<file path="src/rtl/sys_cmd_pkg.sv">
// Shared constants for the system command decoder: opcodes, FSM encoding and the
// register-file addresses that receive the two ALU operands.
package sys_cmd_pkg;

    localparam logic [7:0] OP_WR      = 8'hAA;
    localparam logic [7:0] OP_RD      = 8'hBB;
    localparam logic [7:0] OP_ALU_AB  = 8'hCC;
    localparam logic [7:0] OP_ALU_FUN = 8'hDD;

    localparam int unsigned ALU_A_ADDR = 0;
    localparam int unsigned ALU_B_ADDR = 1;

    typedef enum logic [3:0] {
        ST_IDLE,
        ST_WR_ADDR,
        ST_WR_DATA,
        ST_RD_ADDR,
        ST_RD_WAIT,
        ST_ALU_A,
        ST_ALU_B,
        ST_ALU_FUN,
        ST_ALU_WAIT,
        ST_TX_LO,
        ST_TX_HI
    } state_t;

endpackage

</file>
<file path="src/rtl/sys_cmd_resp_tx.sv">
// Response byte source: holds one byte with valid/ready handshake and, for two-byte
// responses, follows the low byte with the high byte.
module sys_cmd_resp_tx #(
    parameter int unsigned DATA_WIDTH = 8
) (
    input  logic                    CLK,
    input  logic                    RST,
    input  logic                    load,
    input  logic                    two_byte,
    input  logic [2*DATA_WIDTH-1:0] load_data,
    input  logic                    abort,
    input  logic                    tx_ready,
    output logic [DATA_WIDTH-1:0]   tx_data,
    output logic                    tx_valid,
    output logic                    xfer,
    output logic                    last
);

    logic [DATA_WIDTH-1:0] hi_q;
    logic                  hi_pend_q;

    assign xfer = tx_valid & tx_ready;
    assign last = ~hi_pend_q;

    always_ff @(posedge CLK) begin
        if (RST || abort) begin
            tx_data   <= '0;
            tx_valid  <= 1'b0;
            hi_q      <= '0;
            hi_pend_q <= 1'b0;
        end else if (load) begin
            tx_data   <= load_data[DATA_WIDTH-1:0];
            hi_q      <= load_data[2*DATA_WIDTH-1:DATA_WIDTH];
            hi_pend_q <= two_byte;
            tx_valid  <= 1'b1;
        end else if (xfer) begin
            if (hi_pend_q) begin
                tx_data   <= hi_q;
                hi_pend_q <= 1'b0;
            end else begin
                tx_valid  <= 1'b0;
            end
        end
    end

endmodule

</file>
<file path="src/rtl/sys_cmd_decoder.sv">
// Command frame decoder driving register-file and ALU operations from synchronized RX
// bytes. Define CMD_TIMEOUT_EN to abort stalled frames after TIMEOUT_CYCLES.
module sys_cmd_decoder
    import sys_cmd_pkg::*;
#(
    parameter int unsigned DATA_WIDTH     = 8,
    parameter int unsigned ADDR_WIDTH     = 4,
    parameter int unsigned ALU_OUT_WIDTH  = 16,
    parameter int unsigned TIMEOUT_CYCLES = 1024
) (
    input  logic                     CLK,
    input  logic                     RST,
    input  logic [DATA_WIDTH-1:0]    rx_data,
    input  logic                     rx_valid,
    output logic                     rf_wr_en,
    output logic                     rf_rd_en,
    output logic [ADDR_WIDTH-1:0]    rf_addr,
    output logic [DATA_WIDTH-1:0]    rf_wr_data,
    input  logic [DATA_WIDTH-1:0]    rf_rd_data,
    input  logic                     rf_rd_valid,
    output logic [3:0]               alu_fun,
    output logic                     alu_en,
    output logic                     alu_clk_en,
    input  logic [ALU_OUT_WIDTH-1:0] alu_out,
    input  logic                     alu_out_valid,
    output logic [DATA_WIDTH-1:0]    tx_data,
    output logic                     tx_valid,
    input  logic                     tx_ready,
    output logic                     cmd_err
);

    state_t                  state_q, state_d;
    logic                    rf_wr_en_d, rf_rd_en_d, alu_en_d, alu_clk_en_d, cmd_err_d;
    logic [ADDR_WIDTH-1:0]   rf_addr_d;
    logic [DATA_WIDTH-1:0]   rf_wr_data_d;
    logic [3:0]              alu_fun_d;
    logic                    rsp_load, rsp_two;
    logic [2*DATA_WIDTH-1:0] rsp_data;
    logic                    tx_xfer, tx_last;
    logic                    tmo_hit;

`ifdef CMD_TIMEOUT_EN
    localparam int unsigned TMO_W = $clog2(TIMEOUT_CYCLES);

    logic [TMO_W-1:0] tmo_cnt;
    logic             byte_acc;

    assign byte_acc = rx_valid && (state_q inside {ST_WR_ADDR, ST_WR_DATA, ST_RD_ADDR,
                                                   ST_ALU_A, ST_ALU_B, ST_ALU_FUN});
    assign tmo_hit  = (state_q != ST_IDLE) && (tmo_cnt == TMO_W'(TIMEOUT_CYCLES - 1));

    always_ff @(posedge CLK) begin
        if (RST || state_q == ST_IDLE || byte_acc || state_d != state_q) begin
            tmo_cnt <= '0;
        end else begin
            tmo_cnt <= tmo_cnt + 1'b1;
        end
    end
`else
    assign tmo_hit = 1'b0;
`endif

    always_comb begin
        state_d      = state_q;
        rf_wr_en_d   = 1'b0;
        rf_rd_en_d   = 1'b0;
        alu_en_d     = 1'b0;
        cmd_err_d    = 1'b0;
        rf_addr_d    = rf_addr;
        rf_wr_data_d = rf_wr_data;
        alu_fun_d    = alu_fun;
        alu_clk_en_d = alu_clk_en;
        rsp_load     = 1'b0;
        rsp_two      = 1'b0;
        rsp_data     = '0;

        case (state_q)
            ST_IDLE: if (rx_valid) begin
                case (rx_data)
                    OP_WR:      state_d = ST_WR_ADDR;
                    OP_RD:      state_d = ST_RD_ADDR;
                    OP_ALU_AB:  state_d = ST_ALU_A;
                    OP_ALU_FUN: begin
                        state_d      = ST_ALU_FUN;
                        alu_clk_en_d = 1'b1;
                    end
                    default:    cmd_err_d = 1'b1;
                endcase
            end
            ST_WR_ADDR: if (rx_valid) begin
                rf_addr_d = rx_data[ADDR_WIDTH-1:0];
                state_d   = ST_WR_DATA;
            end
            ST_WR_DATA: if (rx_valid) begin
                rf_wr_data_d = rx_data;
                rf_wr_en_d   = 1'b1;
                state_d      = ST_IDLE;
            end
            ST_RD_ADDR: if (rx_valid) begin
                rf_addr_d  = rx_data[ADDR_WIDTH-1:0];
                rf_rd_en_d = 1'b1;
                state_d    = ST_RD_WAIT;
            end
            ST_RD_WAIT: begin
                cmd_err_d = rx_valid;
                if (rf_rd_valid) begin
                    rsp_load = 1'b1;
                    rsp_data = (2*DATA_WIDTH)'(rf_rd_data);
                    state_d  = ST_TX_LO;
                end
            end
            ST_ALU_A: if (rx_valid) begin
                rf_addr_d    = ADDR_WIDTH'(ALU_A_ADDR);
                rf_wr_data_d = rx_data;
                rf_wr_en_d   = 1'b1;
                state_d      = ST_ALU_B;
            end
            ST_ALU_B: if (rx_valid) begin
                rf_addr_d    = ADDR_WIDTH'(ALU_B_ADDR);
                rf_wr_data_d = rx_data;
                rf_wr_en_d   = 1'b1;
                alu_clk_en_d = 1'b1;
                state_d      = ST_ALU_FUN;
            end
            ST_ALU_FUN: if (rx_valid) begin
                alu_fun_d = rx_data[3:0];
                alu_en_d  = 1'b1;
                state_d   = ST_ALU_WAIT;
            end
            ST_ALU_WAIT: begin
                cmd_err_d = rx_valid;
                if (alu_out_valid) begin
                    rsp_load     = 1'b1;
                    rsp_two      = 1'b1;
                    rsp_data     = (2*DATA_WIDTH)'(alu_out);
                    alu_clk_en_d = 1'b0;
                    state_d      = ST_TX_LO;
                end
            end
            ST_TX_LO: begin
                cmd_err_d = rx_valid;
                if (tx_xfer) state_d = tx_last ? ST_IDLE : ST_TX_HI;
            end
            ST_TX_HI: begin
                cmd_err_d = rx_valid;
                if (tx_xfer) state_d = ST_IDLE;
            end
            default: state_d = ST_IDLE;
        endcase

        // A stalled frame is abandoned outright; any strobe it would have raised is suppressed.
        if (tmo_hit) begin
            state_d      = ST_IDLE;
            cmd_err_d    = 1'b1;
            alu_clk_en_d = 1'b0;
            rf_wr_en_d   = 1'b0;
            rf_rd_en_d   = 1'b0;
            alu_en_d     = 1'b0;
            rsp_load     = 1'b0;
        end
    end

    always_ff @(posedge CLK) begin
        if (RST) begin
            state_q    <= ST_IDLE;
            rf_wr_en   <= 1'b0;
            rf_rd_en   <= 1'b0;
            rf_addr    <= '0;
            rf_wr_data <= '0;
            alu_fun    <= '0;
            alu_en     <= 1'b0;
            alu_clk_en <= 1'b0;
            cmd_err    <= 1'b0;
        end else begin
            state_q    <= state_d;
            rf_wr_en   <= rf_wr_en_d;
            rf_rd_en   <= rf_rd_en_d;
            rf_addr    <= rf_addr_d;
            rf_wr_data <= rf_wr_data_d;
            alu_fun    <= alu_fun_d;
            alu_en     <= alu_en_d;
            alu_clk_en <= alu_clk_en_d;
            cmd_err    <= cmd_err_d;
        end
    end

    sys_cmd_resp_tx #(
        .DATA_WIDTH(DATA_WIDTH)
    ) u_resp_tx (
        .CLK      (CLK),
        .RST      (RST),
        .load     (rsp_load),
        .two_byte (rsp_two),
        .load_data(rsp_data),
        .abort    (tmo_hit),
        .tx_ready (tx_ready),
        .tx_data  (tx_data),
        .tx_valid (tx_valid),
        .xfer     (tx_xfer),
        .last     (tx_last)
    );

endmodule

</file>
<file path="config.mk">
export PLATFORM = sky130hd
export DESIGN_NAME = sys_cmd_decoder
export DESIGN_NICKNAME = d
export VERILOG_FILES = /design/src/rtl/sys_cmd_pkg.sv /design/src/rtl/sys_cmd_resp_tx.sv /design/src/rtl/sys_cmd_decoder.sv
export SDC_FILE = /design/constraint.sdc
export NUM_CORES = 1
export LEC_CHECK = 0
export ABC_AREA = 0
export CAP_MARGIN = 5
export CORE_AREA = 2 2 69 71
export CTS_CLUSTER_DIAMETER = 60
export CTS_CLUSTER_SIZE = 24
export DETAILED_ROUTE_END_ITERATION = 8
export DIE_AREA = 0 0 71 73
export HOLD_SLACK_MARGIN = 0.1
export PLACE_DENSITY = 0.8
export SYNTH_ARGS = -nofsm -noshare
export SYNTH_HDL_FRONTEND = slang
export SYNTH_SLANG_ARGS = --single-unit
export TNS_END_PERCENT = 30
</file>
<file path="constraint.sdc">
create_clock -name CLK -period 4.7 [get_ports CLK]
set_input_delay 0.94 -clock CLK [delete_from_list [all_inputs] [get_ports CLK]]
set_output_delay 0.94 -clock CLK [all_outputs]
set_load 0.05 [all_outputs]
</file>
==> flow_summary.ini, run 1 <==
[layout]
nNetsFinal = 323
drive_above_1_share = 0.0769
final_core_util = 0.619
seqCellArea_um2 = 861
area_growth_pct = 36.2
final_area_um2 = 2810
multi_input_area_um2 = 1090
fill_cells = 393
diodes = 0
final_cell_count_no_fill = 340

[drt]
drt_iter0_drc = 202
antenna_left = 0
dr.pass1.iters = 4
post_drt_wl_per_cell_um = 15.4
vias = 1914
route.detailed.drc = 0
wl_mm = 5.23
avgViaCountPerCell = 5.63

[logic_synthesis]
synth_edf_count = 0
synth_xor_area_frac = 0.0127
synth_top_family_by_area = compound AO/OA/AOI/OAI gates
mappedNetlistArea_um2 = 2060
synth_compound_area_frac = 0.251
syn_inst = 225
yosys.area.top_type = dfxtp_1
yosysUniqueCellTypes = 52
synth_commonest_cells = 43 x dfxtp_1, 38 x nor2_1, 14 x mux2i_1
synth_flop_cell = dfxtp_1
yosys-top-cells-area = dfxtp_1 42%, nor2_1 6.9%, mux2i_1 6.8%
synthSimpleGateAreaFrac = 0.197
syn_area_per_cell_um2 = 9.16
ys_seq_elements = 43
synthAdderAreaFrac = 0
yosysSeqAreaShare = 0.417
synthMuxAreaShare = 0.0680
synth_most_common_cell = dfxtp_1
yosys_warnings = 0
async_flop_share = 0
syn_nets = 263
yosys.area.top_type_share = 0.417

[global_route]
met2_usage = 0.303
grt_overflow = 0
grtUsageMet3 = 0.0511
grtUsageTotal = 0.205
grt_use_met1 = 0.292
grt_start_max_net_pins = 43
busiest_layer = met2
grt_first_pass_wirelength_mm = 8.39
antenna_found_initial = 0
first_global_vias = 1757

[critical_path]
cp-end-kind = register
path_class = in2reg
cp_max_fo = 18
cp.required_ns = 4.87
start_kind = input pin
arrival_ns = 2.80

[timing]
max_freq_mhz = 380
fin_setup_tns_ns = 0
min_period_ns = 2.63
rsz0062_at_grt = no
setup_viol = 0
hold_viol = 0
slew_violations = 0
whs_ns = 0.459
fin_ws_ns = 2.07
clock_skew_ns = 0.0124
post-route-period-util = 0.560
worstMarginPinSlew_ns = 0.787
max_slew_margin = 0.474

[cts]
cts_tree = yes
htreeDepth = 2
postCtsSetupBuffers = 0
numClockSinks = 43
clockBufferDepth = 2
clk_pin_slew_worst_paths_ns = 0.08
root_buffer = clkbuf_8
cts_resized = 0
cts_hold_buf = 0
cts_inserted_buffers = 5
clock_latency_ns = 0.30

[power_and_ir_drop]
max-vdd-ir-drop_v = 0.000228
p_int_uw = 741
p_clk_frac = 0.189
combPwrFrac = 0.423
swShare = 0.414
p_leak_nw = 0.981
switchingPower_uw = 524
p_seq_frac = 0.389
p_total_mw = 1.26
powerDensity_nw_per_um2 = 450

[run_status]
outcome = completed

[die]
coreArea_um2 = 4540
rows = 25
die_area_um2 = 5180
io_pins = 68
fp.dieW_um = 71
fp.dieH_um = 73
initial_core_util = 0.455

[hold_path]
hold_class = reg2reg

[placement]
place_area_um2 = 2720
io_buffers = 67
dp_cells = 332
pre_cts_ws_ns = 1.78
hpwl_mm = 3.69
gp_congestion = 0.783

[flow_run]
maxCapViolCount = 0
==> critical path: stages <==
cell and delay (ns):
clkdlybuf4s50_1 0.64, a22oi_2 0.64, nand2_1 0.35, nor2_1 0.17, a211oi_1 0.06
==> power by group through the flow <==
stage | Combinational, mW | Sequential, mW | Clock, mW
floorplan | 0.275 | 0.604 | 0
global placement | 0.527 | 0.497 | 0
finish | 0.534 | 0.492 | 0.238
detailed placement | 0.531 | 0.498 | 0
CTS | 0.534 | 0.491 | 0.244
global route | 0.572 | 0.504 | 0.257
==> flip-flops by register name, summed over array words and instances (netlist names) <==
register,flops
alu_fun,4
alu_clk_en,1
state_q,4
u_resp_tx.hi_q,8
rf_addr,4
rf_wr_data,8
u_resp_tx.tx_data,8
cmd_err,1
u_resp_tx.hi_pend_q,1
rf_wr_en,1
rf_rd_en,1
alu_en,1
u_resp_tx.tx_valid,1
==> final cells by class <==
cell class	instances	area share
Clock buffer	5	0.0245
Clock inverter	3	0.00713
Inverter	4	0.00535
Multi-Input combinational cell	162	0.388
Sequential cell	43	0.307
Tap cell	54	0.0241
Timing Repair Buffer	69	0.244
==> path summary, 6_finish.rpt <==
path	end	start	slack, ns	depth (start not counted)
setup / recovery	u_resp_tx.tx_data[6]$_SDFFE_PP0P_	rf_rd_valid	2.07	5
hold / removal	rf_addr[3]$_SDFFE_PP0P_	rf_addr[3]$_SDFFE_PP0P_	0.46	2
setup reg to reg	u_resp_tx.tx_data[6]$_SDFFE_PP0P_	state_q[0]$_SDFFE_PP0P_	2.30	6
hold reg to reg	rf_addr[3]$_SDFFE_PP0P_	rf_addr[3]$_SDFFE_PP0P_	0.46	2
==> cells by family (layout without fill, tap and decap cells) <==
kind of cell,Yosys count,count (layout)
xor gates and xnor gates,3,3
DFF,43,43
AOI/OAI and AO/OA,67,67
muxes,14,14
buffers and inverters,20,81
and+or+nand+nor,78,78
==> per-layer routing <==
metal  part of all wire  up-vias
met3              0.051        9
li1                   -      952
met2               0.46       51
met1               0.47      902
met4              0.017        0
met5                  0        -
==> layout by cell type (no fill, tap or decap), types with 2 or more instances in the layout <==
master,synthesis,final
nand2_1,11,11
and2b_1,3,3
nor3_1,4,4
nand4_1,2,2
buf_4,3,2
a31oi_1,2,2
o21bai_1,2,2
a22oi_1,8,8
xnor2_1,2,2
a211oi_1,9,9
inv_1,4,4
a32oi_1,8,8
dfxtp_1,43,43
mux2i_1,14,14
clkbuf_8,0,5
o21ai_0,9,9
and2_1,2,2
clkinvlp_4,0,2
a21o_1,2,2
a21oi_1,12,12
nand3_1,5,5
o31ai_1,2,2
and4bb_2,2,2
nor2_1,38,38
clkdlybuf4s50_1,0,67
nor4b_2,2,2
Power figures use the tool's default switching activity.
==> run 2: changes to the inputs <==
Settings changed: CORE_AREA 2 2 69 71 to 2 2 70 72, DIE_AREA 0 0 71 73 to 0 0 72 74, PLACE_DENSITY 0.8 to 0.78.
Clock period 4.7 ns to 2.6 ns, I/O delays scaled along.
==> run 2 against run 1 <==
  * First-iteration DRC count shrank 2.0%
  * Utilization up 0.38 points
  * Routed wire length increased by 4.3%
  * Critical path depth up 1
  * Combinational power grew 89%
  * Power is 85% higher
  * Via count rose by 0.68%
  * Clock-buffer cell count rose by 3
  * Register-to-register slack got worse by 1.6 ns
  * Critical path type unchanged
  * Critical endpoint is now state_q[1]$_SDFFE_PP0P_
  * Largest cell class unchanged
  * Highest routed layer unchanged
==> flow_summary.ini, run 2 (same netlist as run 1, synthesis figures left out) <==
[critical_path]
path_class = in2reg
critPathSlowestCell = clkdlybuf4s50_1
critPathMaxStageDelay_ns = 0.48
reg2reg_from = state_q[3]$_SDFFE_PP0P_
cp-end-kind = register
cp_max_fo = 5
crit_start = rx_data[1]
arrival_ns = 2.31
worstPathCellList = clkdlybuf4s50_1 > and4bb_2 > o2111ai_4 > a221oi_4 > nor2_1 > a311oi_1
path_buf_inv = 1
critical_path.top_delay_family = compound AO/OA/AOI/OAI gates
start_kind = input pin
reg2reg_slack_ns = 0.70
cp.required_ns = 2.81

[die]
rows = 25
io_pins = 68
coreArea_um2 = 4600
initial_core_util = 0.448
fp.dieW_um = 72
fp.dieH_um = 74
die_area_um2 = 5330

[layout]
final_common_cell = clkdlybuf4s50_1
largestRegisters = rf_wr_data (8), u_resp_tx.hi_q (8), u_resp_tx.tx_data (8)
final_area_um2 = 2860
nNetsFinal = 329
multi_input_area_um2 = 1090
layout_common_cells = 67 x clkdlybuf4s50_1, 43 x dfxtp_1, 38 x nor2_1
fill_cells = 396
diodes = 0
seqCellArea_um2 = 861
area_growth_pct = 38.9
drive_above_1_share = 0.0925

[cts]
cts_inserted_buffers = 5
clock_latency_ns = 0.30
cts_resized = 0
postCtsSetupBuffers = 0
clockBufferDepth = 2
clk_pin_slew_worst_paths_ns = 0.07
root_buffer = clkbuf_8
numClockSinks = 43
htreeDepth = 2
cts_tree = yes
cts_hold_buf = 0

[power_and_ir_drop]
switchingPower_uw = 929
p_clk_frac = 0.196
p_seq_frac = 0.372
combPwrFrac = 0.431
p_leak_nw = 1.02
powerDensity_nw_per_um2 = 818
swShare = 0.397
p_int_mw = 1.41
max-vdd-ir-drop_v = 0.000448

[drt]
antenna_left = 0
vias = 1927
post_drt_wl_per_cell_um = 15.8
dr.pass1.iters = 4
wl_mm = 5.46
drt_iter0_drc = 198
avgViaCountPerCell = 5.57
route.detailed.drc = 0

[timing]
max_slew_margin = 0.644
max_freq_mhz = 477
rsz0062_at_grt = no
min_period_ns = 2.10
worstMarginPinSlew_ns = 0.532
clock_skew_ns = 0.00280
hold_viol = 0
post-route-period-util = 0.806
setup_viol = 0
fin_setup_tns_ns = 0
slew_violations = 0

[global_route]
grt_first_pass_wirelength_mm = 8.98
grt_overflow = 0
first_global_vias = 1863
antenna_found_initial = 0
grtUsageMet3 = 0.0501
grt_use_met1 = 0.288
grt_start_max_net_pins = 20
busiest_layer = met2
grtUsageTotal = 0.215
met2_usage = 0.346

[hold_path]
hold_class = reg2reg
min-delay-start = rf_addr[2]$_SDFFE_PP0P_

[placement]
place_area_um2 = 2760
hpwl_mm = 4.05
gp_congestion = 0.932
io_buffers = 67

[flow_run]
maxCapViolCount = 0

[run_status]
outcome = completed
[run 2: path summary, 6_finish.rpt]
kind / end / cells after the start
min: rf_addr[2]$_SDFFE_PP0P_ / 2
min reg2reg: rf_addr[2]$_SDFFE_PP0P_ / 2
max: state_q[1]$_SDFFE_PP0P_ / 6
max reg2reg: u_resp_tx.tx_data[5]$_SDFFE_PP0P_ / 5
[run 2: power groups by stage]
stage	registers, mW	clock network, mW	logic [mW]
floorplan	1.09	0	0.497
global placement	0.881	0	0.999
finish	0.872	0.460	1.01
CTS	0.871	0.467	1.01
detailed placement	0.886	0	1.00
global route	0.890	0.496	1.09
[run 2: layout make-up]
type	count	share of cell area
multi-input combinational	162	0.381
inverter	4	0.00524
tap	54	0.0236
sequential	43	0.301
clock buffer	8	0.0349
timing repair buffer	75	0.255
[run 2: layer usage]
| metal | vias up | routed length (um) | part of all wire |
|---|---|---|---|
| li1 | 969 | - | - |
| met1 | 886 | 2510 | 0.46 |
| met2 | 64 | 2560 | 0.47 |
| met3 | 8 | 300 | 0.055 |
| met4 | 0 | 86 | 0.016 |
| met5 | - | 0 | 0 |
[run 2: stage by stage]
stage	std cells	worst slack (ns)	hold slack (ns)	total power, mW	util
6_report	346	0.504	0.462	2.34	0.623
5_1_grt	346	0.344	0.484	2.47	0.623
4_1_cts	346	0.503	0.465	2.35	0.623
3_5_place_dp	338	0.212	0.448	1.89	0.601
3_3_place_gp	338	0.261	0.439	1.88	0.601
2_1_floorplan	225	0.838	0.460	1.59	-
[run 2: worst reg2reg max path: cells and delay by family (launching register included)]
kind,cells,cell delay [ns]
compound gates,2,0.45
flops,1,0.64
simple gates,3,0.70
